==> src/rtl/seq_scan_ctrl.sv <==
// Word-to-bit-serial sequencer around an overlapping pattern matcher, one result per word.
// Optional macro SEQ_SCAN_FIRST_IDX_EN adds out_first (index of the first match in the word).
module seq_scan_ctrl #(
    parameter int WORD_W  = 8,
    parameter int PAT_MAX = 8,
    parameter int CNT_W   = 4
) (
    input  logic                       clk,
    input  logic                       rst,
    input  logic                       cfg_we,
    input  logic [PAT_MAX-1:0]         cfg_pat,
    input  logic [3:0]                 cfg_len,
    input  logic                       in_valid,
    output logic                       in_ready,
    input  logic [WORD_W-1:0]          in_data,
    output logic                       out_valid,
    input  logic                       out_ready,
    output logic [CNT_W-1:0]           out_count,
    output logic                       out_hit,
`ifdef SEQ_SCAN_FIRST_IDX_EN
    output logic [$clog2(WORD_W)-1:0]  out_first,
`endif
    output logic                       din,
    output logic                       dout,
    output logic [1:0]                 state
);
    localparam int IDX_W = $clog2(WORD_W);
    localparam int WIN_W = PAT_MAX + 1;
    localparam logic [3:0]         PMAX4    = 4'(PAT_MAX);
    localparam logic [3:0]         RST_LEN  = (PAT_MAX < 3) ? 4'(PAT_MAX) : 4'd3;
    localparam logic [PAT_MAX-1:0] RST_PAT  = PAT_MAX'(7);
    localparam logic [CNT_W-1:0]   CNT_MAX  = '1;
    localparam logic [CNT_W-1:0]   CNT_ONE  = CNT_W'(1);
    localparam logic [IDX_W-1:0]   IDX_ONE  = IDX_W'(1);
    localparam logic [IDX_W-1:0]   LAST_IDX = IDX_W'(WORD_W - 1);
    localparam logic [WIN_W-1:0]   WIN_ONES = '1;

    typedef enum logic [1:0] {
        IDLE   = 2'b00,
        SHIFT  = 2'b01,
        REPORT = 2'b10
    } state_t;

    state_t              state_q, state_d;
    logic [WORD_W-1:0]   word_q, word_d;
    logic [IDX_W-1:0]    idx_q, idx_d;
    logic [CNT_W-1:0]    cnt_q, cnt_d;
    logic [PAT_MAX-1:0]  hist_q, hist_d;
    logic [3:0]          fill_q, fill_d;
    logic [PAT_MAX-1:0]  pat_q, pat_d;
    logic [3:0]          len_q, len_d;
    logic                dout_q, dout_d;
`ifdef SEQ_SCAN_FIRST_IDX_EN
    logic [IDX_W-1:0]    first_q, first_d;
`endif

    logic                bit_cur;
    logic [WIN_W-1:0]    window;
    logic [WIN_W-1:0]    mask;
    logic [4:0]          fill_inc;
    logic                match;

    // The word register shifts left, so its MSB is always the bit under test.
    assign bit_cur  = word_q[WORD_W-1];
    assign window   = {hist_q, bit_cur};
    assign mask     = ~(WIN_ONES << len_q);
    assign fill_inc = {1'b0, fill_q} + 5'd1;
    assign match    = (state_q == SHIFT) && (len_q != 4'd0) &&
                      (fill_inc >= {1'b0, len_q}) &&
                      (((window ^ {1'b0, pat_q}) & mask) == '0);

    always_comb begin
        state_d = state_q;
        word_d  = word_q;
        idx_d   = idx_q;
        cnt_d   = cnt_q;
        hist_d  = hist_q;
        fill_d  = fill_q;
        pat_d   = pat_q;
        len_d   = len_q;
        dout_d  = match;
`ifdef SEQ_SCAN_FIRST_IDX_EN
        first_d = first_q;
`endif
        case (state_q)
            IDLE: begin
                if (cfg_we) begin
                    pat_d  = cfg_pat;
                    len_d  = (cfg_len > PMAX4) ? PMAX4 : cfg_len;
                    hist_d = '0;
                    fill_d = '0;
                end
                if (in_valid) begin
                    word_d  = in_data;
                    cnt_d   = '0;
                    idx_d   = '0;
`ifdef SEQ_SCAN_FIRST_IDX_EN
                    first_d = '0;
`endif
                    state_d = SHIFT;
                end
            end
            SHIFT: begin
                hist_d = window[PAT_MAX-1:0];
                fill_d = (fill_q == PMAX4) ? fill_q : fill_inc[3:0];
                word_d = word_q << 1;
                idx_d  = idx_q + IDX_ONE;
                if (match) begin
                    if (cnt_q != CNT_MAX) cnt_d = cnt_q + CNT_ONE;
`ifdef SEQ_SCAN_FIRST_IDX_EN
                    if (cnt_q == '0) first_d = idx_q;
`endif
                end
                if (idx_q == LAST_IDX) state_d = REPORT;
            end
            REPORT: begin
                if (out_ready) state_d = IDLE;
            end
            default: state_d = IDLE;
        endcase
    end

    always_ff @(posedge clk or posedge rst) begin
        if (rst) begin
            state_q <= IDLE;
            word_q  <= '0;
            idx_q   <= '0;
            cnt_q   <= '0;
            hist_q  <= '0;
            fill_q  <= '0;
            pat_q   <= RST_PAT;
            len_q   <= RST_LEN;
            dout_q  <= 1'b0;
`ifdef SEQ_SCAN_FIRST_IDX_EN
            first_q <= '0;
`endif
        end else begin
            state_q <= state_d;
            word_q  <= word_d;
            idx_q   <= idx_d;
            cnt_q   <= cnt_d;
            hist_q  <= hist_d;
            fill_q  <= fill_d;
            pat_q   <= pat_d;
            len_q   <= len_d;
            dout_q  <= dout_d;
`ifdef SEQ_SCAN_FIRST_IDX_EN
            first_q <= first_d;
`endif
        end
    end

    assign in_ready  = (state_q == IDLE);
    assign out_valid = (state_q == REPORT);
    assign out_count = cnt_q;
    assign out_hit   = (cnt_q != '0);
    assign din       = (state_q == SHIFT) ? bit_cur : 1'b0;
    assign dout      = dout_q;
    assign state     = state_q;
`ifdef SEQ_SCAN_FIRST_IDX_EN
    assign out_first = first_q;
`endif

endmodule

==> config.mk <==
export PLATFORM = sky130hd
export DESIGN_NAME = seq_scan_ctrl
export DESIGN_NICKNAME = d
export VERILOG_FILES = /design/src/rtl/seq_scan_ctrl.sv
export SDC_FILE = /design/constraint.sdc
export NUM_CORES = 1
export LEC_CHECK = 0
export ABC_AREA = 0
export CAP_MARGIN = 30
export CORE_UTILIZATION = 44
export DETAILED_ROUTE_END_ITERATION = 6
export GPL_TIMING_DRIVEN = 0
export HOLD_SLACK_MARGIN = 0.12
export MAX_ROUTING_LAYER = met4
export PLACE_DENSITY = 0.8
export SYNTH_ARGS = -nofsm -noshare
export SYNTH_HDL_FRONTEND = slang
export SYNTH_SLANG_ARGS = --single-unit
==> constraint.sdc <==
create_clock -name clk -period 4.7 [get_ports clk]
set_clock_uncertainty 0.2 [all_clocks]
set_input_delay 0.705 -clock clk [delete_from_list [all_inputs] [get_ports clk]]
set_output_delay 0.705 -clock clk [all_outputs]
set_load 0.005 [all_outputs]
After elaboration in Yosys (flattened, before gate mapping)
Index checks and enable logic that the tools add are counted.
{"block": "word_totals", "register_bits": 42, "word_cells": 63}
{"block": "classes", "n_bitwise": 3, "n_eq_ne": 12, "n_shift": 1, "mux": 19, "n_reduce_logical": 14, "addsub": 3, "magnitude_cmp": 2}
{"operator": "one-hot mux 8 bit (2 select lines)", "count": 2}
{"operator": "2-to-1 mux 4 bit", "count": 6}
{"operator": "2-to-1 mux 8 bit", "count": 2}
{"operator": "one-hot mux 4 bit (2 select lines)", "count": 2}
{"operator": "AND 9 bit", "count": 1}
{"operator": "zero test 9 bit", "count": 1}
{"operator": "inverter 9 bit", "count": 1}
{"operator": "left shift 9 x 4 -> 9 bit (first input constant)", "count": 1}
{"operator": "XOR 9 x 8 -> 9 bit", "count": 1}
{"operator": "inequality test 2 bit (second input constant)", "count": 4}
{"operator": "nonzero test 4 bit", "count": 2}
{"operator": "2-to-1 mux 2 bit", "count": 3}
{"operator": "inequality test 2 x 1 -> 1 bit (second input constant)", "count": 3}
{"operator": "one-hot mux 2 bit (3 select lines)", "count": 1}
{"operator": "one-hot mux 3 bit (2 select lines)", "count": 1}
{"operator": "AND reduction 2 bit", "count": 3}
{"operator": "AND reduction 3 bit", "count": 2}
{"operator": "adder 4 x 1 -> 5 bit (second input constant)", "count": 1}
{"operator": ">= comparator 5 x 4 -> 1 bit", "count": 1}
{"operator": "adder 4 x 1 -> 4 bit (second input constant)", "count": 1}
{"operator": "== test 4 bit (second input constant)", "count": 1}
{"operator": "> comparator 4 bit (second input constant)", "count": 1}
{"operator": "inequality test 4 bit (second input constant)", "count": 1}
{"operator": "AND reduction 4 bit", "count": 1}
{"operator": "9 further kinds", "count": 11}

Longest topological paths before layout
Gate-level depths: netlist (run 1).
{"block": "logic_depth", "ltp_word": 7, "ltp_mapped": 8, "mapped_depth_nobuf": 8}

Worst setup path after synthesis (run 1)
Ideal clock, no wire load.
{"block": "synth_path", "path_type": "flip-flop to flip-flop", "startpoint": "register fill_q[0]", "endpoint": "register cnt_q[0], in the netlist out_count[0]", "setup_slack_ns": 2.313, "stages_incl_launch_ff": 9, "required_ns": 4.371, "period_less_slack_ns": 2.387, "arrival_time_ns": 2.058, "cell_sequence": "dfrtp_1 -> ha_1 -> xor2_1 -> ha_1 -> o21ai_0 -> o21ai_0 -> nand3_1 -> or4_4 -> mux2i_1"}
{"block": "synth_via", "elab_chain_cells": 6}
{"element": "start: declaration", "line": "49", "source": "logic [3:0] fill_q, fill_d;"}
{"element": "start signal: assignment", "line": "143", "source": "fill_q <= fill_d;"}
{"element": "adder 4 x 1 -> 5 bit", "line": "67", "source": "assign fill_inc = {1'b0, fill_q} + 5'd1;"}
{"element": ">= comparator 5 x 4 -> 1 bit", "line": "69", "source": "(fill_inc >= {1'b0, len_q}) &&"}
{"element": "logical AND 1 bit", "line": "68", "source": "assign match = (state_q == SHIFT) && (len_q != 4'd0) &&"}
{"element": "logical AND 1 bit", "line": "69"}
{"element": "inequality test 2 bit (no line)"}
{"element": "AND reduction 4 bit (no line)"}
{"element": "end signal: assignment", "line": "141", "source": "cnt_q <= cnt_d;"}
{"element": "end: declaration", "line": "47", "source": "logic [CNT_W-1:0] cnt_q, cnt_d;"}
Every way passes these cells.
A chain may end at the register's enable or synchronous reset.

Worst setup path after layout (run 1)
{"block": "layout_path", "startpoint": "register state_q[0], in the netlist state[0]", "endpoint": "output port din"}
{"block": "layout_via", "elab_chain_cells": 2}
{"element": "start: declaration", "line": "44", "source": "state_t state_q, state_d;"}
{"element": "start signal: assignment", "line": "138", "source": "state_q <= state_d;"}
{"element": "== test 2 x 1 -> 1 bit", "line": "157", "source": "assign din = (state_q == SHIFT) ? bit_cur : 1'b0;"}
{"element": "2-to-1 mux 1 bit", "line": "157"}
{"element": "end: declaration", "line": "23", "source": "output logic din,"}
Every way passes these cells.

==> results of run 1 <==
-- registers in the layout, indices dropped and copies added, names as in the netlist --
name and flops:
idx_q 3, dout 1, fill_q 4, out_count 4, state 2, hist_q 8, word_q 8, len_q 4
pat_q 8
-- logic make-up (layout without fill, tap and decap cells) --
| logic type | count (synthesis) | in the layout | share of synthesized area |
|---|---|---|---|
| compound gates | 43 | 43 | 0.118 |
| xor+xnor | 10 | 10 | 0.0400 |
| fa+ha+maj | 10 | 10 | 0.0571 |
| buf+inv | 22 | 63 | 0.0417 |
| flops | 42 | 42 | 0.483 |
| mux | 14 | 14 | 0.0691 |
| simple gates | 82 | 82 | 0.191 |
-- cell usage after synthesis, drive strengths merged --
master  count
nor2        4
a22o        3
nor4        2
o31ai       1
mux2i       5
or3b        1
a211oi      1
xor2        2
a31oi       1
dfrtp      37
and3b       4
nand3      19
a32o        2
a22oi       2
dfstp       5
o21bai      1
xnor2       8
mux2        9
ha         10
o21ai      18
a31o        1
or4         2
a221o       1
nand2b      6
nand3b      2
nor2b       3
nor3        3
clkbuf      9
nand2      35
and2        1
inv        10
a21oi      12
buf         3
-- metrics by stage --
step           std cells  utilization
2_1_floorplan        223            -
3_3_place_gp         324        0.550
3_5_place_dp         324        0.550
4_1_cts              331        0.566
5_1_grt              331        0.566
6_report             331        0.566
-- power breakdown --
group	internal, mW	switching [mW]	leakage (nW)	total, mW
sequential	0.526	0.130	0.527	0.656
combinational	0.374	0.357	0.625	0.731
clock	0.102	0.113	0.0383	0.215
total	1.00	0.600	1.19	1.60
-- area by class of cell --
type | count | share of cell area
well taps | 67 | 0.0311
plain buffers | 12 | 0.0200
repair buffers | 34 | 0.126
multi-input cells | 159 | 0.387
clock buffers | 7 | 0.0284
flip-flops and latches | 42 | 0.393
inverters | 10 | 0.0139
-- worst max-delay path: stages (launching register included) --
cell                              delay, ns
sky130_fd_sc_hd__dfrtp_1               0.34
sky130_fd_sc_hd__clkbuf_1              0.28
sky130_fd_sc_hd__nor2b_1               0.21
sky130_fd_sc_hd__clkbuf_1              0.37
sky130_fd_sc_hd__and2_1                0.22
sky130_fd_sc_hd__clkdlybuf4s50_1       0.53
-- metal layers --
layer,wire (microns),global-route usage,vias to the layer above
met5,0,-,-
met4,64,0.0654,0
met3,117,0.0375,7
met2,2100,0.294,21
met1,1960,0.237,814
li1,-,-,851
-- placed cells by master, fill, tap and decap left out, types with 2 or more instances in the layout --
| cell | count |
|---|---|
| sky130_fd_sc_hd__xnor2_1 | 8 |
| sky130_fd_sc_hd__mux2_2 | 9 |
| sky130_fd_sc_hd__dfstp_2 | 5 |
| sky130_fd_sc_hd__clkbuf_1 | 11 |
| sky130_fd_sc_hd__nor2b_1 | 3 |
| sky130_fd_sc_hd__clkdlybuf4s50_1 | 34 |
| sky130_fd_sc_hd__a22oi_1 | 2 |
| sky130_fd_sc_hd__nand3b_1 | 2 |
| sky130_fd_sc_hd__a32o_1 | 2 |
| sky130_fd_sc_hd__or4_4 | 2 |
| sky130_fd_sc_hd__dfrtp_1 | 37 |
| sky130_fd_sc_hd__and3b_1 | 4 |
| sky130_fd_sc_hd__a21oi_1 | 12 |
| sky130_fd_sc_hd__mux2i_1 | 5 |
| sky130_fd_sc_hd__nand2_1 | 35 |
| sky130_fd_sc_hd__inv_1 | 9 |
| sky130_fd_sc_hd__nand3_1 | 19 |
| sky130_fd_sc_hd__clkbuf_8 | 5 |
| sky130_fd_sc_hd__a22o_1 | 3 |
| sky130_fd_sc_hd__nand2b_1 | 6 |
| sky130_fd_sc_hd__nor3_1 | 3 |
| sky130_fd_sc_hd__ha_1 | 10 |
| sky130_fd_sc_hd__xor2_1 | 2 |
| sky130_fd_sc_hd__o21ai_0 | 18 |
| sky130_fd_sc_hd__nor2_1 | 4 |
-- path summary, 6_finish.rpt --
| check | start | endpoint | slack (ns) | cells after the start |
|---|---|---|---|---|
| max | state[0] | din | 1.56 | 5 |
| min | word_q[6] | word_q[6] | 0.29 | 2 |
| max reg2reg | fill_q[0] | out_count[3] | 2.12 | 8 |
| min reg2reg | word_q[6] | word_q[6] | 0.29 | 2 |
| max in group asynchronous | rst | state[0] | 3.06 | 2 |
| min in group asynchronous | rst | out_count[3] | 0.69 | 2 |
==> flow_summary.rst, run 1 <==
.. list-table::
   :header-rows: 1

   * - Metric
     - Value
   * - Setup slack at placement
     - 1.86 ns
   * - Worst hold slack after final layout
     - 0.290 ns
   * - Required time of the critical path
     - 3.80 ns
   * - Via density
     - 5.11
   * - Total standard cell area after synthesis
     - 2190 sq um
   * - Leakage power
     - 1.19 nW
   * - Arrival time worst endpoint
     - 2.23 ns
   * - Number of iterations in the first detailed-routing pass
     - 4
   * - Synth Register Bits
     - 42
   * - Sort of element at the end of the critical path
     - primary output
   * - Routed wirelength normalized by instance count
     - 12.8 microns
   * - First-pass GRT wire length
     - 7.29 mm
   * - Post-synthesis sequential area ratio
     - 0.483
   * - Nets in the synthesized netlist
     - 258
   * - Setup repair after global routing missed its margin
     - no
   * - Crit Path Class
     - reg2out
   * - Yosys top cell area share
     - 0.423
   * - Initial standard-cell utilization of the core
     - 0.461
   * - Multi-input combinational cell area
     - 1040 sq um
   * - Row count
     - 25
   * - Global Route Usage Sum
     - 0.186
   * - Share of cells above drive strength 1
     - 0.102
   * - Port bufs
     - 34
   * - Maximum vdd drop
     - 0.305 mV
   * - Clk sink count
     - 42
   * - Clock Tree Buf Depth
     - 2
   * - GP Congestion
     - 0.815
   * - Post-CTS repair timing setup buffer count
     - 0
   * - Number of antenna cells inserted
     - 0
   * - CTS buffer count
     - 5
   * - Worst min path class
     - reg2reg
   * - Antenna-violating nets left
     - 0
   * - # resized after CTS
     - 0
   * - Final Routed Wirelength
     - 4.24 mm
   * - Maximum frequency from static timing analysis
     - 0.319 GHz
   * - Root buf cell
     - sky130_fd_sc_hd__clkbuf_8
   * - Vias post-DR
     - 1693
   * - Final Slew Violations
     - 0
   * - Top post-synthesis cells by area
     - sky130_fd_sc_hd__dfrtp_1 (42%), sky130_fd_sc_hd__dfstp_2 (6.0%), sky130_fd_sc_hd__nand2_1 (6.0%), sky130_fd_sc_hd__ha_1 (5.7%), sky130_fd_sc_hd__mux2_2 (4.6%)
   * - Period utilisation layout
     - 0.668
   * - Hold buffers post-CTS
     - 0
   * - Final count of negative-setup-slack endpoints
     - 0
   * - Total Neg Setup Slack
     - 0 ns
   * - Final Worst Setup Slack
     - 1.56 ns
   * - Peak fanout along the critical path
     - 10
   * - Total overflow reported by the global router
     - 0
   * - CTS clk-pin slew, worst paths
     - 0.07 ns
   * - DIE HEIGHT
     - 72.6 microns
   * - Residual DRC count
     - 0
   * - Number of warnings printed during yosys synthesis
     - 0
   * - Area leader, netlist
     - sky130_fd_sc_hd__dfrtp_1
   * - Critical path startpoint category
     - register
   * - Worst Tran Pin Value
     - 0.841 ns
   * - Worst-skew pair later-pin latency
     - 0.29 ns
   * - Final Hold Fails
     - 0
   * - Area used by sequential logic in the layout
     - 1060 sq um
   * - Die ar.
     - 5270 sq um
   * - Relative slew slack
     - 0.439
   * - Number of max-cap violations
     - 0
   * - First-iteration detailed-routing DRC count
     - 104
   * - Final Cell Area
     - 2690 sq um
   * - Area Overhead vs Synth
     - 22.8%
   * - Fill cell count
     - 442
   * - Shortest clock period the worst path allows after layout
     - 3.14 ns
   * - DIE WIDTH
     - 72.6 microns
   * - Run status
     - finished, final reports clean
   * - Vias in the first global route
     - 1634
   * - Initial antenna violation count
     - 0
   * - Syn_area_per_cell
     - 9.82 sq um
   * - Total number of H-tree levels
     - 2
   * - Top-level port count
     - 36
   * - Pin count of the biggest net entering global routing
     - 43
   * - DPL Wire Length
     - 3.11 mm
   * - Post-synthesis cell count
     - 223
   * - Floorplan Core Area
     - 4750 sq um
   * - Net count reported at finish
     - 299
   * - Clock tree from TritonCTS
     - yes
   * - Distinct cell type count of the synthesized netlist
     - 36
   * - Post-route total power
     - 1.60 mW
   * - Total placed instance area
     - 2620 sq um
   * - P per Cell Area
     - 595 nW/um^2
(Power assumes the default switching activity.)
==> run 2: changes to the inputs <==
--- a/config.mk
+++ b/config.mk
@@ -12,7 +12,7 @@
 export GPL_TIMING_DRIVEN = 0
 export HOLD_SLACK_MARGIN = 0.12
 export MAX_ROUTING_LAYER = met4
-export PLACE_DENSITY = 0.8
+export PLACE_DENSITY = 0.82
 export SYNTH_ARGS = -nofsm -noshare
 export SYNTH_HDL_FRONTEND = slang
 export SYNTH_SLANG_ARGS = --single-unit
==> constraint.sdc (replaced) <==
create_clock -name clk -period 2.7 [get_ports clk]
set_clock_uncertainty 0.2 [all_clocks]
set_input_delay 0.405 -clock clk [delete_from_list [all_inputs] [get_ports clk]]
set_output_delay 0.405 -clock clk [all_outputs]
set_load 0.005 [all_outputs]
==> flow_summary.rst, run 2 (same netlist as run 1, synthesis figures left out) <==
.. list-table::
   :header-rows: 1

   * - Metric
     - Value
   * - Final Hold Fails
     - 0 (unchanged)
   * - Root buf cell
     - sky130_fd_sc_hd__clkbuf_8
   * - Final count of negative-setup-slack endpoints
     - 0 (unchanged)
   * - Relative slew slack
     - 0.438 (-0.00121)
   * - Worst-path cell chain
     - nor2b_1 -> clkbuf_2 -> and2_1 -> clkdlybuf4s50_1
   * - Port bufs
     - 34 (unchanged)
   * - Critical path startpoint category
     - register
   * - Pin count of the biggest net entering global routing
     - 43 (unchanged)
   * - CTS clk-pin slew, worst paths
     - 0.08 ns (about the same)
   * - Initial antenna violation count
     - 0 (unchanged)
   * - First-pass GRT wire length
     - 7.51 mm (+3.0%)
   * - Largest stage delay, worst path
     - 0.53 ns (about the same)
   * - Period utilisation layout
     - 0.937
   * - Worst Tran Pin Value
     - 0.842 ns (+0.000590 ns)
   * - Setup crit start
     - state[0]
   * - Registers with the most flip-flops
     - hist_q (8), pat_q (8), word_q (8)
   * - Layer carrying the most global-route usage
     - met2
   * - Fill cell count
     - 428 (-3.2%)
   * - Post-CTS repair timing setup buffer count
     - 0 (unchanged)
   * - P per Cell Area
     - 1050 nW/um^2 (+76%)
   * - Hold buffers post-CTS
     - 0 (unchanged)
   * - Top-level port count
     - 36 (unchanged)
   * - Crit-path leading delay family
     - buffers and inverters
   * - Vias post-DR
     - 1748 (+3.2%)
   * - DPL Wire Length
     - 3.23 mm (+3.9%)
   * - Total Neg Setup Slack
     - 0 ns (unchanged)
   * - Maximum vdd drop
     - 0.561 mV (+84%)
   * - Clk sink count
     - 42 (unchanged)
   * - Leading cell type in the layout, fill and taps excluded
     - sky130_fd_sc_hd__dfrtp_1
   * - Reg-to-reg critical path startpoint
     - fill_q[0]
   * - Via density
     - 5.28 (+3.2%)
   * - Run status
     - finished, final reports clean
   * - CTS buffer count
     - 5 (unchanged)
   * - Hold Path Cell Cnt
     - 2 (unchanged)
   * - Most frequent cells in the layout
     - sky130_fd_sc_hd__dfrtp_1 (36), sky130_fd_sc_hd__nand2_1 (35), sky130_fd_sc_hd__clkdlybuf4s50_1 (34), sky130_fd_sc_hd__nand3_1 (19), sky130_fd_sc_hd__o21ai_0 (18)
   * - Initial standard-cell utilization of the core
     - 0.461 (unchanged)
   * - Global-route met1 utilization
     - 0.228 (-0.00894)
   * - Clock tree from TritonCTS
     - yes
   * - Net count reported at finish
     - 298 (-0.33%)
   * - Clock Tree Buf Depth
     - 2 (unchanged)
   * - Leakage power
     - 1.20 nW (+0.66%)
   * - Final Routed Wirelength
     - 4.43 mm (+4.5%)
   * - Peak fanout along the critical path
     - 10 (unchanged)
   * - Antenna-violating nets left
     - 0 (unchanged)
   * - Worst-skew pair later-pin latency
     - 0.29 ns (about the same)
   * - DIE HEIGHT
     - 72.6 microns (unchanged)
   * - Total overflow reported by the global router
     - 0 (unchanged)
   * - Placed Cells
     - 324 (unchanged)
   * - Global Route Usage Sum
     - 0.193 (+0.00760)
   * - Shortest clock period the worst path allows after layout
     - 2.53 ns
   * - Final Slew Violations
     - 0 (unchanged)
   * - DIE WIDTH
     - 72.6 microns (unchanged)
   * - First-iteration detailed-routing DRC count
     - 83 (-20%)
   * - Share of cells above drive strength 1
     - 0.117 (+0.0152)
   * - Slowest CP cell
     - sky130_fd_sc_hd__clkdlybuf4s50_1
   * - Number of max-cap violations
     - 0 (unchanged)
   * - Hold Path Origin
     - word_q[2]
   * - Row count
     - 25 (unchanged)
   * - Setup repair after global routing missed its margin
     - no
   * - Layout Utilization
     - 0.568 (+0.00184)
   * - Crit Reg-Reg Endpoint
     - out_count[0]
   * - Finished Layout Cells
     - 331 (unchanged)
   * - Number of iterations in the first detailed-routing pass
     - 4 (unchanged)
   * - Critical path buffers and inverters
     - 2 (-1)
   * - Sort of element at the end of the critical path
     - primary output
   * - Min-Delay Endpoint
     - word_q[2]
   * - Count of cells along the worst register-to-register path
     - 8 (unchanged)
   * - Total number of H-tree levels
     - 2 (unchanged)
   * - Residual DRC count
     - 0 (unchanged)
   * - Met2 Use GR
     - 0.320 (+0.0260)
   * - Vias in the first global route
     - 1715 (+5.0%)
   * - Routed wirelength normalized by instance count
     - 13.4 microns (+4.5%)
   * - Arrival time worst endpoint
     - 1.92 ns (-0.31 ns)
   * - Maximum frequency from static timing analysis
     - 0.395 GHz
   * - Die ar.
     - 5270 sq um (unchanged)
   * - Worst reg2reg setup slack
     - 0.18 ns (-1.94 ns)
   * - GP Congestion
     - 0.798 (-2.1%)
   * - Worst min path class
     - reg2reg
   * - Number of antenna cells inserted
     - 0 (unchanged)
   * - Floorplan Core Area
     - 4750 sq um (unchanged)
   * - Area Overhead vs Synth
     - 23.2%
   * - Crit Path Class
     - reg2out
   * - Post-route total power
     - 2.83 mW (+77%)
   * - Met3 Track Usage GR
     - 0.0319 (-0.00556)
   * - Required time of the critical path
     - 2.10 ns (-1.70 ns)
## run 2: layout make-up
type                            count  area [sq um]  share of cell area
Inverter                           10          37.5              0.0139
Timing Repair Buffer               34           340               0.126
Clock inverter                      2          13.8             0.00510
Clock buffer                        6          72.6              0.0269
Buffer                             11          51.3              0.0190
Tap cell                           67          83.8              0.0310
Multi-Input combinational cell    159          1040               0.386
Sequential cell                    42          1060               0.392
## run 2: worst max path at each step
stage | to | slack (ns) | cells after the start
2_1_floorplan | out_count[0] | 0.31 | 8
3_3_place_gp | din | 0.13 | 5
3_5_place_dp | din | 0.11 | 5
4_1_cts | din | 0.08 | 4
5_1_grt | out_count[1] | 0.06 | 8
6_report | din | 0.17 | 4
## run 2: worst register-to-register path, stage by stage (launching register included)
cell,delay [ns]
sky130_fd_sc_hd__dfrtp_1,0.45
sky130_fd_sc_hd__ha_1,0.28
sky130_fd_sc_hd__xor2_1,0.18
sky130_fd_sc_hd__ha_1,0.27
sky130_fd_sc_hd__o21ai_0,0.07
sky130_fd_sc_hd__o21ai_0,0.15
sky130_fd_sc_hd__nand3_1,0.11
sky130_fd_sc_hd__or4_4,0.57
sky130_fd_sc_hd__mux2i_1,0.13
## run 2: timing repair
action	in CTS	in global routing
endpoints found under the hold margin	0	0
resized for setup	1	1
endpoints found under the setup margin	1	1
## run 2: metal layers
metal | part of all wire | wire length [microns] | vias to the layer above
li1 | - | - | 850
met1 | 0.44 | 1930 | 844
met2 | 0.50 | 2230 | 45
met3 | 0.035 | 157 | 9
met4 | 0.025 | 112 | 0
met5 | 0 | 0 | -
## run 2: through the flow
| stage | hold WS (ns) | cell area [sq um] | setup WS, ns |
|---|---|---|---|
| 3_5_place_dp | 0.278 | 2620 | 0.110 |
| 2_1_floorplan | 0.250 | 2190 | 0.313 |
| 5_1_grt | 0.328 | 2700 | 0.0600 |
| 3_3_place_gp | 0.272 | 2620 | 0.134 |
| 4_1_cts | 0.300 | 2700 | 0.0813 |
| 6_report | 0.295 | 2700 | 0.171 |
## run 2: report_power, final
| group | leakage, nW | total, mW | internal [mW] | switching, mW |
|---|---|---|---|---|
| combinational | 0.626 | 1.28 | 0.654 | 0.628 |
| clock | 0.0452 | 0.386 | 0.182 | 0.204 |
| sequential | 0.527 | 1.16 | 0.917 | 0.244 |
| total | 1.20 | 2.83 | 1.75 | 1.08 |
